==> src/rtl/rv_pkg.sv <==
// Shared pipeline definitions: opcodes, hazard FSM encoding, stage tracker record
// and the opcode decode used by the hazard logic.
package rv_pkg;

    localparam logic [6:0] OP_LOAD   = 7'b0000011;
    localparam logic [6:0] OP_STORE  = 7'b0100011;
    localparam logic [6:0] OP_RTYPE  = 7'b0110011;
    localparam logic [6:0] OP_BRANCH = 7'b1100011;
    localparam logic [6:0] OP_ITYPE  = 7'b0010011;

    typedef enum logic [1:0] {
        RUN     = 2'b00,
        MEMWAIT = 2'b01,
        ERR     = 2'b10
    } hz_state_e;

    typedef enum logic [1:0] {
        TRK_HOLD    = 2'b00,
        TRK_BUBBLE  = 2'b01,
        TRK_ADVANCE = 2'b10
    } trk_ctl_e;

    typedef struct packed {
        logic       valid;
        logic       is_load;
        logic       is_store;
        logic [4:0] rd;
    } stage_trk_t;

    typedef struct packed {
        logic is_load;
        logic is_store;
        logic use1;
        logic use2;
    } op_dec_t;

    localparam stage_trk_t STAGE_BUBBLE = stage_trk_t'(8'h00);

    function automatic op_dec_t decode_op(input logic [6:0] op);
        op_dec_t d;
        case (op)
            OP_LOAD:   d = '{is_load: 1'b1, is_store: 1'b0, use1: 1'b1, use2: 1'b0};
            OP_STORE:  d = '{is_load: 1'b0, is_store: 1'b1, use1: 1'b1, use2: 1'b1};
            OP_RTYPE:  d = '{is_load: 1'b0, is_store: 1'b0, use1: 1'b1, use2: 1'b1};
            OP_BRANCH: d = '{is_load: 1'b0, is_store: 1'b0, use1: 1'b1, use2: 1'b1};
            OP_ITYPE:  d = '{is_load: 1'b0, is_store: 1'b0, use1: 1'b1, use2: 1'b0};
            default:   d = '{is_load: 1'b0, is_store: 1'b0, use1: 1'b0, use2: 1'b0};
        endcase
        return d;
    endfunction

endpackage

==> src/rtl/hazard_stage_tracker.sv <==
// Shadow copies of the EX and MEM stage opcode class and rd, advanced in step
// with the real pipeline registers, plus operand-use decode of the ID opcode.
module hazard_stage_tracker
    import rv_pkg::*;
(
    input  logic       clk,
    input  logic       rst_n,
    input  trk_ctl_e   ctl,
    input  logic [6:0] id_opcode,
    input  logic [4:0] id_rd,
    input  logic       id_valid,
    output stage_trk_t ex,
    output stage_trk_t mem,
    output logic       use1,
    output logic       use2
);

    stage_trk_t ex_r;
    stage_trk_t mem_r;
    stage_trk_t id_trk_s;
    op_dec_t    dec_s;

    // Decode the ID instruction into the record EX will hold next cycle.
    always_comb begin
        dec_s    = decode_op(id_opcode);
        id_trk_s = '{valid: id_valid, is_load: dec_s.is_load,
                     is_store: dec_s.is_store, rd: id_rd};
        use1     = dec_s.use1;
        use2     = dec_s.use2;
    end

    // Tracker registers: hold on freeze, inject a bubble into EX, or advance.
    always_ff @(posedge clk or negedge rst_n) begin
        if (!rst_n) begin
            ex_r  <= STAGE_BUBBLE;
            mem_r <= STAGE_BUBBLE;
        end else begin
            case (ctl)
                TRK_HOLD: begin
                    ex_r  <= ex_r;
                    mem_r <= mem_r;
                end
                TRK_BUBBLE: begin
                    ex_r  <= STAGE_BUBBLE;
                    mem_r <= ex_r;
                end
                TRK_ADVANCE: begin
                    ex_r  <= id_trk_s;
                    mem_r <= ex_r;
                end
                default: begin
                    ex_r  <= ex_r;
                    mem_r <= mem_r;
                end
            endcase
        end
    end

    assign ex  = ex_r;
    assign mem = mem_r;

endmodule

==> src/rtl/hazard_stall_unit.sv <==
// Pipeline hazard controller: load-use bubble, taken-branch flush and data-memory
// freeze with a wait watchdog, plus a saturating stall-cycle counter.
module hazard_stall_unit
    import rv_pkg::*;
#(
    parameter int MAX_WAIT = 16,
    parameter int CNT_W    = 16
) (
    input  logic             clk,
    input  logic             rst_n,
    input  logic [6:0]       id_opcode,
    input  logic [4:0]       id_rs1,
    input  logic [4:0]       id_rs2,
    input  logic [4:0]       id_rd,
    input  logic             id_valid,
    input  logic             ex_branch_taken,
    input  logic             dmem_ready,
    output logic             stall,
    output logic             pc_write,
    output logic             ifid_write,
    output logic             ifid_flush,
    output logic             idex_write,
    output logic             idex_flush,
    output logic             exmem_write,
    output logic             mem_err,
    output logic [CNT_W-1:0] stall_cnt
);

    localparam int WC_W = $clog2(MAX_WAIT + 1);
    localparam logic [WC_W-1:0] WAIT_LAST = WC_W'(MAX_WAIT - 1);

    hz_state_e        state_r, state_nxt_s;
    logic [WC_W-1:0]  wait_cnt_r;
    logic [CNT_W-1:0] stall_cnt_r;
    stage_trk_t       ex_s, mem_s;
    logic             use1_s, use2_s;
    logic             load_use_s, mem_busy_s, freeze_s, event_s;
    trk_ctl_e         trk_ctl_s;

    hazard_stage_tracker u_trk (
        .clk       (clk),
        .rst_n     (rst_n),
        .ctl       (trk_ctl_s),
        .id_opcode (id_opcode),
        .id_rd     (id_rd),
        .id_valid  (id_valid),
        .ex        (ex_s),
        .mem       (mem_s),
        .use1      (use1_s),
        .use2      (use2_s)
    );

    // Hazard conditions; in MEMWAIT the MEM tracker still holds the stalled access.
    always_comb begin
        load_use_s = id_valid & ex_s.valid & ex_s.is_load & (ex_s.rd != 5'd0) &
                     ((use1_s & (id_rs1 == ex_s.rd)) | (use2_s & (id_rs2 == ex_s.rd)));
        mem_busy_s = mem_s.valid & (mem_s.is_load | mem_s.is_store) & ~dmem_ready;
        freeze_s   = (state_r == ERR) | mem_busy_s;
    end

    // Priority mux: freeze > branch flush > load-use > normal.
    always_comb begin
        stall       = 1'b0;
        pc_write    = 1'b1;
        ifid_write  = 1'b1;
        ifid_flush  = 1'b0;
        idex_write  = 1'b1;
        idex_flush  = 1'b0;
        exmem_write = 1'b1;
        trk_ctl_s   = TRK_ADVANCE;
        event_s     = 1'b0;
        if (freeze_s) begin
            pc_write    = 1'b0;
            ifid_write  = 1'b0;
            idex_write  = 1'b0;
            exmem_write = 1'b0;
            trk_ctl_s   = TRK_HOLD;
            event_s     = 1'b1;
        end else if (ex_branch_taken) begin
            ifid_flush = 1'b1;
            idex_flush = 1'b1;
            trk_ctl_s  = TRK_BUBBLE;
            event_s    = 1'b1;
        end else if (load_use_s) begin
            stall      = 1'b1;
            pc_write   = 1'b0;
            ifid_write = 1'b0;
            trk_ctl_s  = TRK_BUBBLE;
            event_s    = 1'b1;
        end else begin
            trk_ctl_s = TRK_ADVANCE;
        end
    end

    // Memory-wait FSM next state.
    always_comb begin
        state_nxt_s = state_r;
        case (state_r)
            RUN: begin
                if (mem_busy_s) state_nxt_s = MEMWAIT;
                else            state_nxt_s = RUN;
            end
            MEMWAIT: begin
                if (dmem_ready)                   state_nxt_s = RUN;
                else if (wait_cnt_r == WAIT_LAST) state_nxt_s = ERR;
                else                              state_nxt_s = MEMWAIT;
            end
            ERR:     state_nxt_s = ERR;
            default: state_nxt_s = RUN;
        endcase
    end

    // State register and wait watchdog counter.
    always_ff @(posedge clk or negedge rst_n) begin
        if (!rst_n) begin
            state_r    <= RUN;
            wait_cnt_r <= '0;
        end else begin
            state_r <= state_nxt_s;
            if (state_r == RUN) begin
                wait_cnt_r <= '0;
            end else if (state_r == MEMWAIT) begin
                wait_cnt_r <= wait_cnt_r + WC_W'(1);
            end else begin
                wait_cnt_r <= wait_cnt_r;
            end
        end
    end

    // Saturating count of freeze, flush and bubble cycles.
    always_ff @(posedge clk or negedge rst_n) begin
        if (!rst_n) begin
            stall_cnt_r <= '0;
        end else if (event_s && (stall_cnt_r != {CNT_W{1'b1}})) begin
            stall_cnt_r <= stall_cnt_r + CNT_W'(1);
        end else begin
            stall_cnt_r <= stall_cnt_r;
        end
    end

    assign mem_err   = (state_r == ERR);
    assign stall_cnt = stall_cnt_r;

endmodule
==> config.mk <==
export PLATFORM = sky130hd
export DESIGN_NAME = hazard_stall_unit
export DESIGN_NICKNAME = d
export VERILOG_FILES = /design/src/rtl/rv_pkg.sv /design/src/rtl/hazard_stage_tracker.sv /design/src/rtl/hazard_stall_unit.sv
export SDC_FILE = /design/constraint.sdc
export NUM_CORES = 1
export LEC_CHECK = 0
export BUFFER_PORTS_ARGS = -buffer_cell sky130_fd_sc_hd__clkbuf_2
export CORE_MARGIN = 2
export CORE_UTILIZATION = 50
export CTS_BUF_LIST = sky130_fd_sc_hd__clkbuf_8 sky130_fd_sc_hd__clkbuf_16
export DETAILED_ROUTE_END_ITERATION = 10
export GPL_TIMING_DRIVEN = 0
export HOLD_SLACK_MARGIN = 0.12
export PLACE_DENSITY = 0.84
export SLEW_MARGIN = 20
export SYNTH_ARGS = -nofsm -noshare
export SYNTH_HDL_FRONTEND = slang
export SYNTH_HIERARCHICAL = 1
export SYNTH_SLANG_ARGS = --single-unit
==> constraint.sdc <==
create_clock -name clk -period 6.3 [get_ports clk]
set_input_delay 0.63 -clock clk [delete_from_list [all_inputs] [get_ports clk]]
set_output_delay 0.63 -clock clk [all_outputs]
set_load 0.05 [all_outputs]
==> results of run 1 <==
==> per-layer routing <==
| layer | share of wire (%) | GRT usage, % | up-vias |
|---|---|---|---|
| li1 | - | - | 743 |
| met1 | 46 | 25.62 | 726 |
| met2 | 47 | 30.93 | 38 |
| met3 | 4.1 | 3.646 | 9 |
| met4 | 2.6 | 9.635 | 0 |
| met5 | 0 | 0 | - |
==> area by class of cell <==
class,instances,area [um2],area share (%)
inverters,7,26.28,1.151
flip-flops and latches,34,850.8,37.28
repair buffers,50,250.2,10.96
multi-input cells,132,925.9,40.57
clock buffers,8,110.1,4.825
plain buffers,8,58.81,2.577
well taps,48,60.06,2.632
==> cell usage in the layout, fill, tap and decap left out, types with 4 or more instances in the layout <==
cell type	count
nand3_1	4
xor2_1	13
clkbuf_8	8
nand2_1	28
nand2b_1	5
xnor2_1	10
nor4_2	5
dfrtp_1	34
mux2_2	5
nor3_1	6
ha_1	4
inv_1	7
o21ai_0	12
nand4_1	6
clkbuf_2	50
==> state kept, by name (all words and copies together) (netlist names) <==
signal	flops
u_trk/mem	3
u_trk/ex	8
stall_cnt	16
state_r	2
wait_cnt_r	5
==> stage by stage <==
stage	hold WS (ps)	util (%)	worst slack (ps)	instances	power, mW
after floorplan	334.4	-	2907	181	0.5353
final	437.1	62.81	3268	287	0.7954
after global routing	505.0	62.81	3100	287	0.8361
after global placement	465.2	59.78	2997	279	0.6077
after CTS	459.0	62.81	3260	287	0.8023
after detailed placement	478.8	59.78	2991	279	0.6143
==> worst min path at each step <==
stage | start | endpoint | slack, ps
2_1_floorplan | rst_n | stall_cnt[0] | 330
3_3_place_gp | wait_cnt_r[4] | wait_cnt_r[4] | 470
3_5_place_dp | stall_cnt[11] | stall_cnt[11] | 480
4_1_cts | rst_n | wait_cnt_r[3] | 460
5_1_grt | stall_cnt[11] | stall_cnt[11] | 510
6_report | rst_n | state_r[0] | 440
==> power groups by stage <==
stage               combinational, mW  clock [mW]  sequential [mW]
floorplan                       0.109           0            0.426
global placement                0.297           0            0.310
detailed placement              0.302           0            0.313
CTS                             0.303       0.191            0.309
global route                    0.321       0.198            0.317
finish                          0.300       0.186            0.309
==> impl_metrics.py, run 1 <==
metrics = {
    "pwr": {
        "leakagePower_nw": 1.028,
        "internal_power_uw": 453.6,
        "ir_worst_vdd_uv": 281.2,
        "clkPwrFrac_pct": 23.4,
        "sequentialPowerShare_pct": 38.8,
        "switching_share_pct": 42.97,
        "p_comb_share_pct": 37.7,
        "powerDensity_nw_per_um2": 348.5,
        "power_switching_uw": 341.7,
    },
    "setup_path": {
        "cp-end-kind": "flop",
        "worst_ep_required_time_ps": 6490,
        "crit_slowest_cell": "or4bb_1",
        "path_class": "input port to flop",
        "rr_worst_depth": 7,
        "start_kind": "input port",
        "endpoint": "u_trk/ex[5]",
        "r2r-end": "u_trk/ex[5]",
        "cp_max_fo": 10,
        "crit_family": "simple AND/OR/NAND/NOR gates",
        "crit_cells": 10,
        "crit_arrival_ps": 3220,
        "cpPeakStageDelay_ps": 570,
        "critPathBufInv": 2,
        "cp-startpoint": "id_opcode[3]",
        "timing.rr.start": "u_trk/mem[5]",
        "r2r_slack_ps": 3510,
        "crit_chain": "clkbuf_2 > or4bb_1 > a211oi_1 > nand2_1 > o22ai_2 > a211oi_2 > buf_6 > ha_1 > or4b_1 > o31ai_1",
    },
    "die": {
        "core_um2": 3633,
        "rows": 22,
        "die_y_um": 65.02,
        "ios": 51,
        "die_w_um": 65.02,
        "initial_core_util_pct": 51.24,
        "die_area_um2": 4228,
    },
    "global_routing": {
        "grt_pass1_wl_mm": 6.285,
        "grt_overflow_total": 0,
        "grt_antenna_before_repair": 0,
        "grt_pass1_vias": 1456,
        "grt_max_degree": 35,
        "grt_use_total_pct": 19.50,
    },
    "clock_tree": {
        "cts_root_buffer": "clkbuf_8",
        "clk_pin_slew_ps": 60,
        "cts.sinks": 34,
        "cts_setup_buffers": 0,
        "cts_resized": 0,
        "cts_max_level": 2,
        "cts_buffers": 5,
        "cts_max_path_buffers": 2,
        "tritoncts": "done",
        "hold_buffers": 0,
        "worstSkewPairLatency_ps": 280,
    },
    "sta": {
        "finalCriticalPeriod_ps": 3032,
        "tightest_slew_ps": 828.7,
        "slew_headroom_pct": 44.75,
        "maxSlewViolCount": 0,
        "finalSetupTns_ps": 0,
        "fin_crit_sh_pct": 48.13,
        "hold_violations": 0,
        "max_freq_ghz": 0.3298,
        "grt_setup_unrepaired": "no",
        "finClkSkew_ps": 4.903,
        "finalSetupViolCount": 0,
    },
    "yosys": {
        "synthCells": 181,
        "avgSynthCellArea_um2": 10.29,
        "yosys_warnings": 6,
        "syn_area_um2": 1862,
        "syn_nets": 212,
    },
    "place": {
        "gp_congestion": 0.7780,
        "dp_hpwl_mm": 2.838,
        "portBuffers": 50,
        "place_area_um2": 2172,
    },
    "finish": {
        "nNetsFinal": 269,
        "design_area_um2": 2282,
        "diodes": 0,
        "fillCellCount": 313,
        "final_layout_size_suffix_gt1_share_pct": 34.73,
        "synthToLayoutAreaGrowth_pct": 22.58,
    },
    "detailed_routing": {
        "vias": 1516,
        "ant_nets": 0,
        "drt-pass1-iter-count": 4,
        "drc": 0,
        "drt_wl_total_mm": 3.701,
        "wl_per_cell_um": 12.90,
        "vias_per_cell": 5.282,
        "drt-initial-drc-count": 58,
    },
    "run_status": {
        "status": "finished, final reports clean",
    },
    "min_path": {
        "hold_path_class": "input port to asynchronous set/reset pin",
    },
    "run": {
        "drv_cap": 0,
    },
}
Power figures use the tool's default switching activity.
==> inputs of run 2 (changes only) <==
- ABC_AREA: default -> 1
- CORE_UTILIZATION: 50 -> 49
- clock period: 6.3 -> 2.7 ns (I/O delays scaled with it)
==> impl_metrics.py, run 2 <==
metrics = {
    "detailed_routing": {
        "vias_per_cell": 4.916,
        "drt-initial-drc-count": 102,
        "drt_wl_total_mm": 4.991,
        "wl_per_cell_um": 12.00,
        "drc": 0,
        "ant_nets": 0,
        "vias": 2045,
        "drt-pass1-iter-count": 4,
    },
    "setup_path": {
        "crit_arrival_ps": 2410,
        "cp_max_fo": 10,
        "path_class": "input port to flop",
        "start_kind": "input port",
        "cp-end-kind": "flop",
        "worst_ep_required_time_ps": 2930,
    },
    "die": {
        "die_w_um": 70.39,
        "ios": 51,
        "die_area_um2": 4954,
        "initial_core_util_pct": 50.29,
        "die_y_um": 70.39,
        "core_um2": 4294,
        "rows": 24,
    },
    "finish": {
        "fillCellCount": 405,
        "final_cell_mix": "97 x nand2_1, 50 x clkbuf_2, 45 x inv_1, 34 x dfrtp_1, 31 x nand3_1",
        "finish.utilization_pct": 59.70,
        "layout_commonest_cell": "nand2_1",
        "synthToLayoutAreaGrowth_pct": 18.71,
        "nNetsFinal": 395,
        "diodes": 0,
        "final_layout_size_suffix_gt1_share_pct": 23.90,
        "largest_reg_flops": 16,
    },
    "yosys": {
        "synthCells": 306,
        "avgSynthCellArea_um2": 7.057,
        "syn_area_um2": 2160,
        "syn_nets": 337,
        "yosys_warnings": 6,
    },
    "clock_tree": {
        "cts_setup_buffers": 0,
        "cts.sinks": 34,
        "cts_buffers": 5,
        "cts_max_path_buffers": 2,
        "worstSkewPairLatency_ps": 290,
        "cts_root_buffer": "clkbuf_8",
        "tritoncts": "done",
        "clk_pin_slew_ps": 80,
        "cts_max_level": 2,
    },
    "sta": {
        "finalCriticalPeriod_ps": 2184,
        "maxSlewViolCount": 0,
        "slew_headroom_pct": 43.59,
        "fin_crit_sh_pct": 80.88,
        "finClkSkew_ps": 9.505,
        "finalSetupTns_ps": 0,
        "grt_setup_unrepaired": "no",
        "max_freq_ghz": 0.4579,
        "tightest_slew_ps": 846.1,
        "hold_violations": 0,
        "finalSetupViolCount": 0,
    },
    "global_routing": {
        "grt_use_total_pct": 22.18,
        "grt_max_degree": 35,
        "grt_overflow_total": 0,
        "grt_pass1_wl_mm": 8.721,
        "grt_antenna_before_repair": 0,
        "grt_pass1_vias": 2018,
    },
    "run": {
        "drv_cap": 0,
    },
    "place": {
        "gp_congestion": 0.9490,
        "dp_hpwl_mm": 3.760,
        "portBuffers": 50,
    },
    "pwr": {
        "ir_worst_vdd_uv": 471.2,
        "leakagePower_nw": 1.381,
        "powerDensity_nw_per_um2": 552.4,
    },
    "run_status": {
        "status": "finished, final reports clean",
    },
    "min_path": {
        "hold_path_class": "input port to flop",
    },
}
run 2: worst paths after layout:
kind | cells past startpoint | from | slack, ps | end
min reg2reg | 2 | u_trk/ex[5] | 480 | u_trk/mem[5]
max reg2reg | 15 | u_trk/ex[3] | 580 | u_trk/ex[7]
max | 17 | id_opcode[3] | 520 | u_trk/ex[7]
max in group asynchronous | 2 | rst_n | 1540 | stall_cnt[5]
min | 2 | dmem_ready | 200 | state_r[0]
min in group asynchronous | 2 | rst_n | 620 | stall_cnt[9]
run 2: worst max-delay path: stages:
cell and delay [ps]:
clkbuf_2 80, nor3_1 310, inv_1 100, nor2_1 110
nand2_1 60, nor2_1 130, nand3_1 100, nand2_2 90
nand2_2 70, nand3_4 100, buf_6 150, inv_1 50
ha_1 300, inv_2 130, buf_6 160, nand3_1 110
o21ai_2 80
run 2: what timing repair did:
| action | CTS | global route |
|---|---|---|
| hold endpoints to repair | 34 | 0 |
| hold buffers | 1 | 0 |
| gates resized for setup | 0 | 0 |
run 2: per-layer routing:
layer  global-route usage [%]  part of all wire [%]  up-vias
met5                        0                     0        -
met3                    4.040                   4.7       10
met2                    38.89                    49       65
li1                         -                     -     1063
met1                    26.89                    44      907
met4                    8.333                   2.0        0
run 2: power breakdown:
part           switching, mW  leakage [nW]  total [mW]  internal, mW
registers             0.0661         0.461       0.622         0.556
logic                  0.307         0.876       0.432         0.124
clock network          0.189        0.0438       0.362         0.173
total                  0.562          1.38        1.42         0.854
run 2: stage by stage:
stage / std cells / setup slack, ps / power [mW] / hold slack, ps / cell area, um2
finish: 416 / 516.2 / 1.416 / 203.0 / 2564
global placement: 408 / 273.9 / 1.049 / 405.2 / 2475
CTS: 416 / 513.5 / 1.429 / 194.9 / 2564
floorplan: 306 / 241.0 / 0.9415 / -25.59 / 2160
global route: 416 / 350.2 / 1.502 / 202.4 / 2564
detailed placement: 408 / 236.7 / 1.064 / 422.9 / 2475
run 2: layout make-up:
class	instances	area (um2)	area share, %
Timing Repair Buffer	51	260.3	10.15
Sequential cell	34	850.8	33.19
Multi-Input combinational cell	213	1041	40.61
Clock inverter	2	10.01	0.3904
Tap cell	52	65.06	2.538
Clock buffer	5	68.82	2.684
Inverter	51	192.7	7.516
Buffer	8	75.07	2.928
